`src/rtl/adc_capture_mc_pkg.sv`:
```
// Shared types for the multi-channel ADC capture block: FSM state encoding and capture modes.
package adc_capture_mc_pkg;

  typedef enum logic [2:0] {
    ST_IDLE  = 3'd0,
    ST_PRE   = 3'd1,
    ST_ARMED = 3'd2,
    ST_POST  = 3'd3,
    ST_DONE  = 3'd4
  } state_t;

  localparam logic [1:0] MODE_SINGLE = 2'd0;
  localparam logic [1:0] MODE_NORMAL = 2'd1;
  localparam logic [1:0] MODE_AUTO   = 2'd2;
  localparam logic [1:0] MODE_FREE   = 2'd3;

endpackage

```
`src/rtl/adc_capture_mc_trig_detect.sv`:
```
// Trigger detector: selects the source channel, keeps the previous strobe sample and
// reports a one-clock hit on the strobe where the level (or external edge) is crossed.
module adc_capture_mc_trig_detect #(
  parameter int CHANNELS = 2,
  parameter int DATA_W   = 8,
  parameter int TCW      = 1
) (
  input  logic                       clk,
  input  logic                       rst,
  input  logic                       clear,
  input  logic                       strobe,
  input  logic [CHANNELS*DATA_W-1:0] adc_data,
  input  logic [TCW-1:0]             trig_ch,
  input  logic [DATA_W-1:0]          trig_level,
  input  logic                       trig_falling,
  input  logic                       trig_ext,
  input  logic                       trig_src,
  output logic                       hit
);

  logic [DATA_W-1:0] cur;
  logic [DATA_W-1:0] prev;
  logic              prev_valid;
  logic              prev_ext;
  logic              lvl_hit;
  logic              ext_hit;

  always_comb begin
    cur = '0;
    for (int i = 0; i < CHANNELS; i++) begin
      if (int'(trig_ch) == i) cur = adc_data[i*DATA_W +: DATA_W];
    end
  end

  always_comb begin
    lvl_hit = 1'b0;
    if (trig_falling) lvl_hit = (prev > trig_level) && (cur <= trig_level);
    else              lvl_hit = (prev < trig_level) && (cur >= trig_level);
  end

  assign ext_hit = trig_ext && !prev_ext;
  assign hit     = strobe && prev_valid && (trig_src ? ext_hit : lvl_hit);

  // The previous sample is invalidated at every capture start so no trigger fires on the first strobe.
  always_ff @(posedge clk) begin
    if (rst) begin
      prev       <= '0;
      prev_valid <= 1'b0;
      prev_ext   <= 1'b0;
    end else if (clear) begin
      prev_valid <= 1'b0;
    end else if (strobe) begin
      prev       <= cur;
      prev_ext   <= trig_ext;
      prev_valid <= 1'b1;
    end
  end

endmodule

```
`src/rtl/adc_capture_mc.sv`:
```
// Multi-channel ADC capture: decimation, circular buffer writes, level trigger with pre-trigger depth.
// Optional external trigger input enabled by defining ADC_EXT_TRIG_EN.
module adc_capture_mc
  import adc_capture_mc_pkg::*;
#(
  parameter int CHANNELS = 2,
  parameter int DATA_W   = 8,
  parameter int DEPTH    = 10,
  parameter int DEL_W    = 24,
  localparam int TCW     = (CHANNELS > 1) ? $clog2(CHANNELS) : 1,
  localparam int SW      = CHANNELS * DATA_W
) (
  input  logic              clk,
  input  logic              rst,
  input  logic [SW-1:0]     adc_data,
  input  logic [DEL_W-1:0]  sample_divider,
  input  logic [1:0]        mode,
  input  logic              arm,
  input  logic [TCW-1:0]    trig_ch,
  input  logic [DATA_W-1:0] trig_level,
  input  logic              trig_falling,
  input  logic [DEPTH-1:0]  pretrig_len,
`ifdef ADC_EXT_TRIG_EN
  input  logic              trig_ext,
  input  logic              trig_src,
`endif
  input  logic              ready,
  output logic              valid,
  output logic [DEPTH-1:0]  mem_addr,
  output logic [SW-1:0]     mem_data,
  output logic              mem_en,
  output logic [DEPTH-1:0]  trig_addr,
  output logic              waiting_for_trigger,
  output logic              triggered,
  output logic              forced,
  output logic [2:0]        dbg_state
);

  // Handshake: valid rises when the buffer is complete and stays high until a clock
  // where valid && ready are both high; that clock completes the transfer.

  state_t             state;
  logic [1:0]         mode_s;
  logic [DEL_W-1:0]   div_s;
  logic [TCW-1:0]     ch_s;
  logic [DATA_W-1:0]  level_s;
  logic               fall_s;
  logic [DEPTH-1:0]   pre_s;

  logic [DEL_W-1:0]   presc;
  logic [DEPTH-1:0]   addr;
  logic [DEPTH-1:0]   pre_cnt;
  logic [DEPTH-1:0]   armed_cnt;
  logic [DEPTH-1:0]   post_left;

  logic running;
  logic draining;
  logic strobe;
  logic handshake;
  logic start;
  logic det_hit;
  logic det_ext;
  logic det_src;
  logic trig_hit;
  logic auto_timeout;

  assign running   = (state == ST_PRE) || (state == ST_ARMED) || (state == ST_POST);
  // After the last POST sample one clock is spent with strobes masked so that the
  // final write completes before DONE.
  assign draining  = (state == ST_POST) && (post_left == '0);
  assign strobe    = running && !draining && (presc == div_s);
  assign handshake = (state == ST_DONE) && valid && ready;
  assign start     = ((state == ST_IDLE) && arm) ||
                     (handshake && (mode_s inside {MODE_NORMAL, MODE_AUTO, MODE_FREE}));

  assign trig_hit     = (mode_s == MODE_FREE) || det_hit;
  assign auto_timeout = (mode_s == MODE_AUTO) && (&armed_cnt);

  assign waiting_for_trigger = (state == ST_ARMED);
  assign dbg_state           = state;

`ifdef ADC_EXT_TRIG_EN
  logic src_s;

  always_ff @(posedge clk) begin
    if (rst)        src_s <= 1'b0;
    else if (start) src_s <= trig_src;
  end

  assign det_ext = trig_ext;
  assign det_src = src_s;
`else
  assign det_ext = 1'b0;
  assign det_src = 1'b0;
`endif

  adc_capture_mc_trig_detect #(
    .CHANNELS (CHANNELS),
    .DATA_W   (DATA_W),
    .TCW      (TCW)
  ) u_trig (
    .clk          (clk),
    .rst          (rst),
    .clear        (start),
    .strobe       (strobe),
    .adc_data     (adc_data),
    .trig_ch      (ch_s),
    .trig_level   (level_s),
    .trig_falling (fall_s),
    .trig_ext     (det_ext),
    .trig_src     (det_src),
    .hit          (det_hit)
  );

  always_ff @(posedge clk) begin
    if (rst)                  presc <= '0;
    else if (!running)        presc <= '0;
    else if (presc == div_s)  presc <= '0;
    else                      presc <= presc + DEL_W'(1);
  end

  always_ff @(posedge clk) begin
    if (rst) begin
      state     <= ST_IDLE;
      mode_s    <= MODE_SINGLE;
      div_s     <= '0;
      ch_s      <= '0;
      level_s   <= '0;
      fall_s    <= 1'b0;
      pre_s     <= '0;
      addr      <= '0;
      pre_cnt   <= '0;
      armed_cnt <= '0;
      post_left <= '0;
      mem_addr  <= '0;
      mem_data  <= '0;
      mem_en    <= 1'b0;
      trig_addr <= '0;
      triggered <= 1'b0;
      forced    <= 1'b0;
      valid     <= 1'b0;
    end else begin
      mem_en <= 1'b0;
      if (strobe) begin
        mem_en   <= 1'b1;
        mem_data <= adc_data;
        mem_addr <= addr;
        addr     <= addr + DEPTH'(1);
      end

      case (state)
        ST_PRE: begin
          if (strobe) begin
            if (pre_cnt == pre_s - DEPTH'(1)) state <= ST_ARMED;
            pre_cnt <= pre_cnt + DEPTH'(1);
          end
        end
        ST_ARMED: begin
          if (strobe) begin
            if (trig_hit || auto_timeout) begin
              state     <= ST_POST;
              trig_addr <= addr;
              triggered <= 1'b1;
              forced    <= !trig_hit;
              // The trigger sample is the first of 2**DEPTH - pre_s post samples.
              post_left <= ~pre_s;
            end else begin
              armed_cnt <= armed_cnt + DEPTH'(1);
            end
          end
        end
        ST_POST: begin
          if (draining) begin
            state <= ST_DONE;
            valid <= 1'b1;
          end else if (strobe) begin
            post_left <= post_left - DEPTH'(1);
          end
        end
        ST_DONE: begin
          if (handshake) begin
            valid <= 1'b0;
            state <= ST_IDLE;
          end
        end
        default: state <= ST_IDLE;
      endcase

      // Capture start latches the configuration so later input changes do not disturb it.
      if (start) begin
        state     <= (pretrig_len == '0) ? ST_ARMED : ST_PRE;
        mode_s    <= mode;
        div_s     <= sample_divider;
        ch_s      <= trig_ch;
        level_s   <= trig_level;
        fall_s    <= trig_falling;
        pre_s     <= pretrig_len;
        pre_cnt   <= '0;
        armed_cnt <= '0;
        triggered <= 1'b0;
      end
    end
  end

endmodule

```
`config.mk`:
```
export PLATFORM = sky130hd
export DESIGN_NAME = adc_capture_mc
export DESIGN_NICKNAME = d
export VERILOG_FILES = /design/src/rtl/adc_capture_mc_pkg.sv /design/src/rtl/adc_capture_mc_trig_detect.sv /design/src/rtl/adc_capture_mc.sv
export SDC_FILE = /design/constraint.sdc
export NUM_CORES = 1
export LEC_CHECK = 0
export ABC_AREA = 0
export BUFFER_PORTS_ARGS = -buffer_cell sky130_fd_sc_hd__buf_2
export CAP_MARGIN = 20
export CORE_UTILIZATION = 35
export CTS_CLUSTER_SIZE = 16
export DETAILED_ROUTE_END_ITERATION = 8
export GPL_TIMING_DRIVEN = 0
export SKIP_CTS_REPAIR_TIMING = 1
export SLEW_MARGIN = 20
export SYNTH_ARGS = -nofsm -noshare
export SYNTH_HDL_FRONTEND = slang
export SYNTH_SLANG_ARGS = --single-unit
```
`constraint.sdc`:
```
create_clock -name clk -period 4.3 [get_ports clk]
set_input_delay 0.215 -clock clk [delete_from_list [all_inputs] [get_ports clk]]
set_output_delay 0.215 -clock clk [all_outputs]
set_load 0.05 [all_outputs]
```
; Word level (Yosys, flattened, before mapping)
; Cells that the tools add are included.
[word_totals]
register_bits = 162
inputBits = 66
output_inout_bits = 44
wordCells = 111
[classes]
n_addsub = 6
order_cmp = 4
eq_ne = 21
muxes = 20
bitwise_logic = 4
n_reduce_logical = 35
[ops]
columns = operator, n
row1 = 10-bit 2-to-1 mux, 4
row2 = "10-bit by 1-bit adder with 10-bit output, second input constant", 3
row3 = "24-bit by 1-bit adder with 24-bit output, second input constant", 1
row4 = 24-bit equality test, 1
row5 = 3-bit 2-to-1 mux, 7
row6 = 10-bit logical NOT, 2
row7 = 10-bit case mux with 2 select lines, 1
row8 = "10-bit by 1-bit subtractor with 10-bit output, second input constant", 2
row9 = 1-bit logical AND, 12
row10 = 3-bit case mux with 4 select lines, 1
row11 = 10-bit equality test, 1
row12 = 10-bit NOT, 1
row13 = 10-bit AND reduction, 1
row14 = 3-bit AND reduction, 3
row15 = 8-bit >= comparator, 1
row16 = 8-bit > comparator, 1
row17 = 8-bit less-or-equal comparator, 1
row18 = 8-bit less-than comparator, 1
row19 = 8-bit 2-to-1 mux, 1
row20 = "3-bit by 2-bit equality test with 1-bit output, second input constant", 2
row21 = "2-bit by 1-bit inequality test with 1-bit output, second input constant", 3
row22 = "2-bit inequality test, second input constant", 3
row23 = "3-bit by 1-bit inequality test with 1-bit output, second input constant", 2
row24 = "3-bit by 2-bit inequality test with 1-bit output, second input constant", 2
row25 = 19 further kinds, 33

; Depth between registers and ports, before layout
[logic_depth]
ltp_word = 13
depth_mapped = 12
mapped_depth_nobuf = 10

; Hierarchy
; A second synthesis with hierarchy kept.
[hier_totals]
hier_cells = 963
area_unflattened_um2 = 7818.7
[by_module_without_submodules]
columns = module, n_inst, cells_per_inst, area_per_inst_um2, seq_area_each_um2
row1 = adc_capture_mc, 1, 869, 6942.9, 3062.9
row2 = adc_capture_mc_trig_detect, 1, 94, 875.8, 200.2

; Worst setup path before layout
; No wires, ideal clock.
[synth_timing]
path_kind = register -> register
start = reg ch_s
end = reg armed_cnt[9]
setup_ns = 0.128
t_arrival_ns = 2.932
required_ns = 4.172
setup_slack_ns = 1.240
path_stages_with_launch = 13
n_path_buf = 2
synth_period_minus_slack_ns = 3.060
cell_sequence = dfxtp_1 > clkbuf_1 > mux2_2 > ha_1 > nor2b_1 > o211ai_1 > a311oi_1 > o211a_1 > a221o_1 > buf_1 > nor4_2 > xnor2_1 > nor2_1
[synth_via]
elab_chain_cells = 9
word_cells_on_any_way = 11
cone_classes = order compare (2) / mux (2) / bitwise (1) / reduce/logical (6)
[synth_lines]
columns = element, line
row1 = "start, declared", adc_capture_mc.sv:45  ; logic [TCW-1:0] ch_s;
row2 = "start signal, assigned", adc_capture_mc.sv:194  ; ch_s <= trig_ch;
row3 = 8-bit 2-to-1 mux *, adc_capture_mc_trig_detect.sv:31  ; if (int'(trig_ch) == i) cur = adc_data[i*DATA_W +: DATA_W];
row4 = net u_trig.cur[1], adc_capture_mc_trig_detect.sv:21  ; logic [DATA_W-1:0] cur;
row5 = 8-bit >= comparator or 8-bit less-or-equal comparator (tied branches), "adc_capture_mc_trig_detect.sv:38, adc_capture_mc_trig_detect.sv:37"
row6 = 1-bit logical AND (on tied branches), "adc_capture_mc_trig_detect.sv:38, adc_capture_mc_trig_detect.sv:37"
row7 = 1-bit 2-to-1 mux *, adc_capture_mc_trig_detect.sv:37  ; if (trig_falling) lvl_hit = (prev > trig_level) && (cur <= trig_level);
row8 = 1-bit logical AND *, adc_capture_mc_trig_detect.sv:42  ; assign hit = strobe && prev_valid && (trig_src ? ext_hit : lvl_hit);
row9 = 1-bit logical OR *, adc_capture_mc.sv:76  ; assign trig_hit = (mode_s == MODE_FREE) || det_hit;
row10 = 1-bit logical OR *, adc_capture_mc.sv:160  ; if (trig_hit || auto_timeout) begin
row11 = 1-bit NOT (no line) *, n/a
row12 = 3-bit AND reduction (no line) *, n/a
row13 = "end signal, assigned", adc_capture_mc.sv:168  ; armed_cnt <= armed_cnt + DEPTH'(1);
row14 = "end, declared", adc_capture_mc.sv:53  ; logic [DEPTH-1:0] armed_cnt;
; The timed path passes the listed nets; every way through them passes the cells marked *.
; A chain may end at the register's enable or synchronous reset.

; Worst setup path in the final report
[layout_timing]
start = reg ch_s
end = reg post_left[5]
[layout_via]
elab_chain_cells = 9
word_cells_on_any_way = 11
cone_classes = order compare (2) / eq/ne (1) / mux (2) / reduce/logical (6)
[layout_lines]
columns = element, line
row1 = 8-bit 2-to-1 mux *, adc_capture_mc_trig_detect.sv:31
row2 = net u_trig.cur[1], adc_capture_mc_trig_detect.sv:21
row3 = 8-bit >= comparator or 8-bit less-or-equal comparator (tied branches), "adc_capture_mc_trig_detect.sv:38, adc_capture_mc_trig_detect.sv:37"
row4 = 1-bit logical AND (on tied branches), "adc_capture_mc_trig_detect.sv:38, adc_capture_mc_trig_detect.sv:37"
row5 = 1-bit 2-to-1 mux *, adc_capture_mc_trig_detect.sv:37
row6 = 1-bit logical AND *, adc_capture_mc_trig_detect.sv:42
row7 = 1-bit logical OR *, adc_capture_mc.sv:76
row8 = 1-bit logical OR *, adc_capture_mc.sv:160
row9 = 2-bit by 1-bit inequality test with 1-bit output (no line) *, n/a
row10 = 5-bit AND reduction (no line) *, n/a
row11 = "end signal, assigned", adc_capture_mc.sv:166  ; post_left <= ~pre_s;
row12 = "end signal, assigned", adc_capture_mc.sv:177  ; post_left <= post_left - DEPTH'(1);
row13 = "end, declared", adc_capture_mc.sv:54  ; logic [DEPTH-1:0] post_left;
; Marked as above.

==> qor.csv <==
stage;metric;value;unit
cells_and_area;final cell count without fillers;1340;
clocking;TritonCTS Buffers;17;
power;static leakage;3.513;nW
power;Power Density;477.5;mW/mm²
cells_and_area;Largest regs;div_s: 24 flops, presc: 24 flops, mem_data: 16 flops;
setup_path;CP required;4.65;ns
synthesis;Post-synth EDFFs;0;
grt;Remaining Overflow, GRT;0;
setup_path;Setup crit start kind;flop;
run_status;status;finished clean;
synthesis;Yosys warning total;0;
floorplanning;die area;0.02214;mm²
timing;Least-Margin Pin Slew;0.9015;ns
synthesis;Mapped Cells;925;
setup_path;WS Path Type;flop to flop;
placement;Post-DP HPWL;15230;µm
timing;Layout Skew;0.01094;ns
power;Worst VDD drop;0.0002234;V
cells_and_area;post-route cell area;0.009007;mm²
synthesis;synthesized cell area;0.007541;mm²
synthesis;Top FF cell, synth;dfxtp_1;
placement;Place WS;0.7384;ns
synthesis;synthesized area per cell;8.152;µm²
clocking;clock sinks;162;
floorplanning;row count;53;
timing;post-route minimum period;3.650;ns
cells_and_area;# fillers;2176;
synthesis;post-synthesis cell type count;61;
floorplanning;DIE WIDTH;148.8;µm
clocking;Skew-Pair Late Insertion Delay;0.43;ns
setup_path;crit path DAT;4.00;ns
placement;post-placement cell count;1308;
timing;Final Worst Setup Slack;0.6496;ns
synthesis;Post-synth ARST share;0;%
route;ANT nets after route;0;
route;Routed Wire Length;20220;µm
placement;Port Buffers;108;
grt;antenna violations before repair;0;
grt;global-route wire length before repair;31720;µm
clocking;H-Tree Depth;4;
setup_path;Reg2Reg Depth;11;
power;Pwr Total;4.301;mW
route;First-pass DRT Iterations;5;
route;Via density;4.985;
floorplanning;die height;148.8;µm
clocking;TritonCTS clock tree;built;
timing;setup TNS;0;ns
run;max_cap viols;0;
floorplanning;starting utilization of the core area;35.76;%
cells_and_area;area grow syn2layout;19.45;%
setup_path;r2r startpoint;ch_s$_SDFFE_PP0P_;
route;post-DR wirelength/cell;15.09;µm
timing;Slew Limit Fails;0;
floorplanning;CORE AREA;0.02109;mm²
placement;gpl congestion;0.8543;
floorplanning;Ports;110;
cells_and_area;Antenna Cells;0;
placement;dpl cell area;0.008426;mm²
setup_path;R2R setup slack;0.65;ns
route;vias;6680;
timing;final setup violation count;0;
clocking;clk slew on worst S/H paths;0.07;ns
timing;unrepaired setup endpoints after global routing;false;
grt;vias in the first global route;6115;
timing;Slew HR;39.35;%
synthesis;Post-Syn Nets;1014;
grt;overall global routing resource usage;18.71;%
clocking;root buf cell;clkbuf_16;
cells_and_area;Net count, final;1141;
route;drt initial violations;395;
hold_path;Tightest Hold Check Type;primary input to flop;
hold_path;Worst Hold End;level_s[5]$_SDFFE_PP0P_;
synthesis;Seq cells post-synth;162;
hold_path;hold path depth;3;
route;drt drc;0;
setup_path;Worst setup EP type;flop;
setup_path;Crit Path Max Fanout;10;
timing;post-route clock period utilization;84.89;%
timing;final hold violation count;0;
grt;pin count of the biggest net entering global routing;17;
hold_path;Hold Crit Start;trig_level[5];
setup_path;FF-to-FF End;post_left[5]$_SDFFE_PP0P_;
cells_and_area;fraction of layout instances using a drive strength above 1;16.53;%
clocking;CTS max path bufs;2;
synthesis;sequential area share after synthesis;43.01;%
timing;Fmax;0.2739;GHz
## area by class of cell
type                            count  area, µm²  share of cell area, %
Clock inverter                     14      142.6                  1.584
Buffer                             46      198.9                  2.209
Clock buffer                       18      439.2                  4.876
Sequential cell                   162       3243                  36.00
Inverter                           20      75.07                 0.8334
Tap cell                          275      344.1                  3.820
Multi-Input combinational cell    697       4024                  44.67
Timing Repair Buffer              108      540.5                  6.001
## critical path: stages (launching register included)
cell and delay (ns):
dfxtp_1 0.31, clkbuf_1 0.39, mux2_2 0.41, ha_1 0.29, nor2b_1 0.14, o211ai_1 0.19
a311oi_1 0.14, o211a_1 0.24, a221o_1 0.36, o211ai_1 0.70, o21ai_0 0.22, a21oi_1 0.17
## through the flow
stage / hold WS [ns] / utilization, %
after floorplan: 0.3510 / -
after global placement: 0.4381 / 39.95
after detailed placement: 0.4431 / 39.95
after CTS: 0.0006483 / 42.71
after global routing: 0.003001 / 42.71
final: 0.01716 / 42.71
## cell families after synthesis
kind of cell    after synthesis  share of synthesized area (%)
buf+inv                      66                          3.633
xor+xnor                     81                          9.408
simple gates                408                          25.22
flops                       162                          43.01
fa+ha+maj                    23                          3.816
compound gates              164                          12.00
mux                          21                          2.920
## worst max path at each step
| stage | from | end | slack [ns] | depth (start not counted) |
|---|---|---|---|---|
| floorplan | ch_s$_SDFFE_PP0P_ | armed_cnt[9]$_SDFFE_PP0P_ | 1.24 | 12 |
| global placement | ch_s$_SDFFE_PP0P_ | post_left[8]$_SDFFE_PP0P_ | 0.81 | 11 |
| detailed placement | ch_s$_SDFFE_PP0P_ | post_left[6]$_SDFFE_PP0P_ | 0.74 | 11 |
| CTS | ch_s$_SDFFE_PP0P_ | post_left[3]$_SDFFE_PP0P_ | 0.70 | 11 |
| global route | ch_s$_SDFFE_PP0P_ | post_left[3]$_SDFFE_PP0P_ | 0.47 | 11 |
| finish | ch_s$_SDFFE_PP0P_ | post_left[5]$_SDFFE_PP0P_ | 0.65 | 11 |
## layout by cell type, fill, tap and decap left out, types with 6 or more instances in the layout
cell       netlist  routed
clkbuf_1        33      33
xnor2_1         28      28
nor2b_1          7       7
and3_1          10      10
nor3_1           6       6
o21ai_0         23      23
ha_1            23      23
buf_2            3     111
dfxtp_1        162     162
nor4_1          11      11
xor2_1          53      53
mux2i_1         13      13
nand4_1         20      20
mux2_2           8       8
clkbuf_16        0      17
inv_1           20      20
or3_1            6       6
a21oi_1        112     112
nor4_2           6       6
nand2_1        209     209
o211ai_1         7       7
nor2_1          86      86
buf_1            6       6
nand3_1         16      16
## per-layer routing
| layer | track usage [%] | vias up | share of wire, % |
|---|---|---|---|
| met5 | 0 | - | 0 |
| met4 | 5.153 | 0 | 1.1 |
| met3 | 4.343 | 17 | 6.8 |
| met2 | 30.75 | 191 | 48 |
| met1 | 24.46 | 3074 | 45 |
| li1 | - | 3398 | - |
## where the power goes
group	internal (mW)	switching, mW	total [mW]	leakage (nW)
sequential	1.62	0.119	1.74	1.31
combinational	0.372	0.687	1.06	1.91
clock	0.832	0.669	1.50	0.293
## synthesized netlist by cell type (2+ instances only)
library cell / count / area share [%]
o211a_1: 2 / 0.27
nor3_1: 6 / 0.40
inv_1: 20 / 1.0
xnor2_1: 28 / 3.3
o211ai_1: 7 / 0.70
and3_1: 10 / 0.83
o22ai_1: 2 / 0.17
buf_2: 3 / 0.20
or2_2: 2 / 0.17
clkbuf_1: 33 / 1.6
nor3b_1: 3 / 0.30
nand2b_1: 3 / 0.25
buf_1: 6 / 0.30
mux2_2: 8 / 1.2
nand4_1: 20 / 1.7
and2_1: 2 / 0.17
nand3_1: 16 / 1.1
a21oi_1: 112 / 7.4
or4_1: 2 / 0.20
buf_6: 2 / 0.30
o32ai_1: 2 / 0.23
o21ai_0: 23 / 1.5
or3_1: 6 / 0.50
nor4_2: 6 / 1.0
mux2i_1: 13 / 1.7
dfxtp_1: 162 / 43
a31oi_1: 3 / 0.25
a211oi_1: 2 / 0.20
nor2b_1: 7 / 0.58
nor4_1: 11 / 0.91
nor2_1: 86 / 4.3
buf_4: 2 / 0.20
o21ai_1: 2 / 0.13
ha_1: 23 / 3.8
and4_1: 4 / 0.46
xor2_1: 53 / 6.2
nand2_1: 209 / 10
No activity file was read; power rests on OpenSTA's default activity.
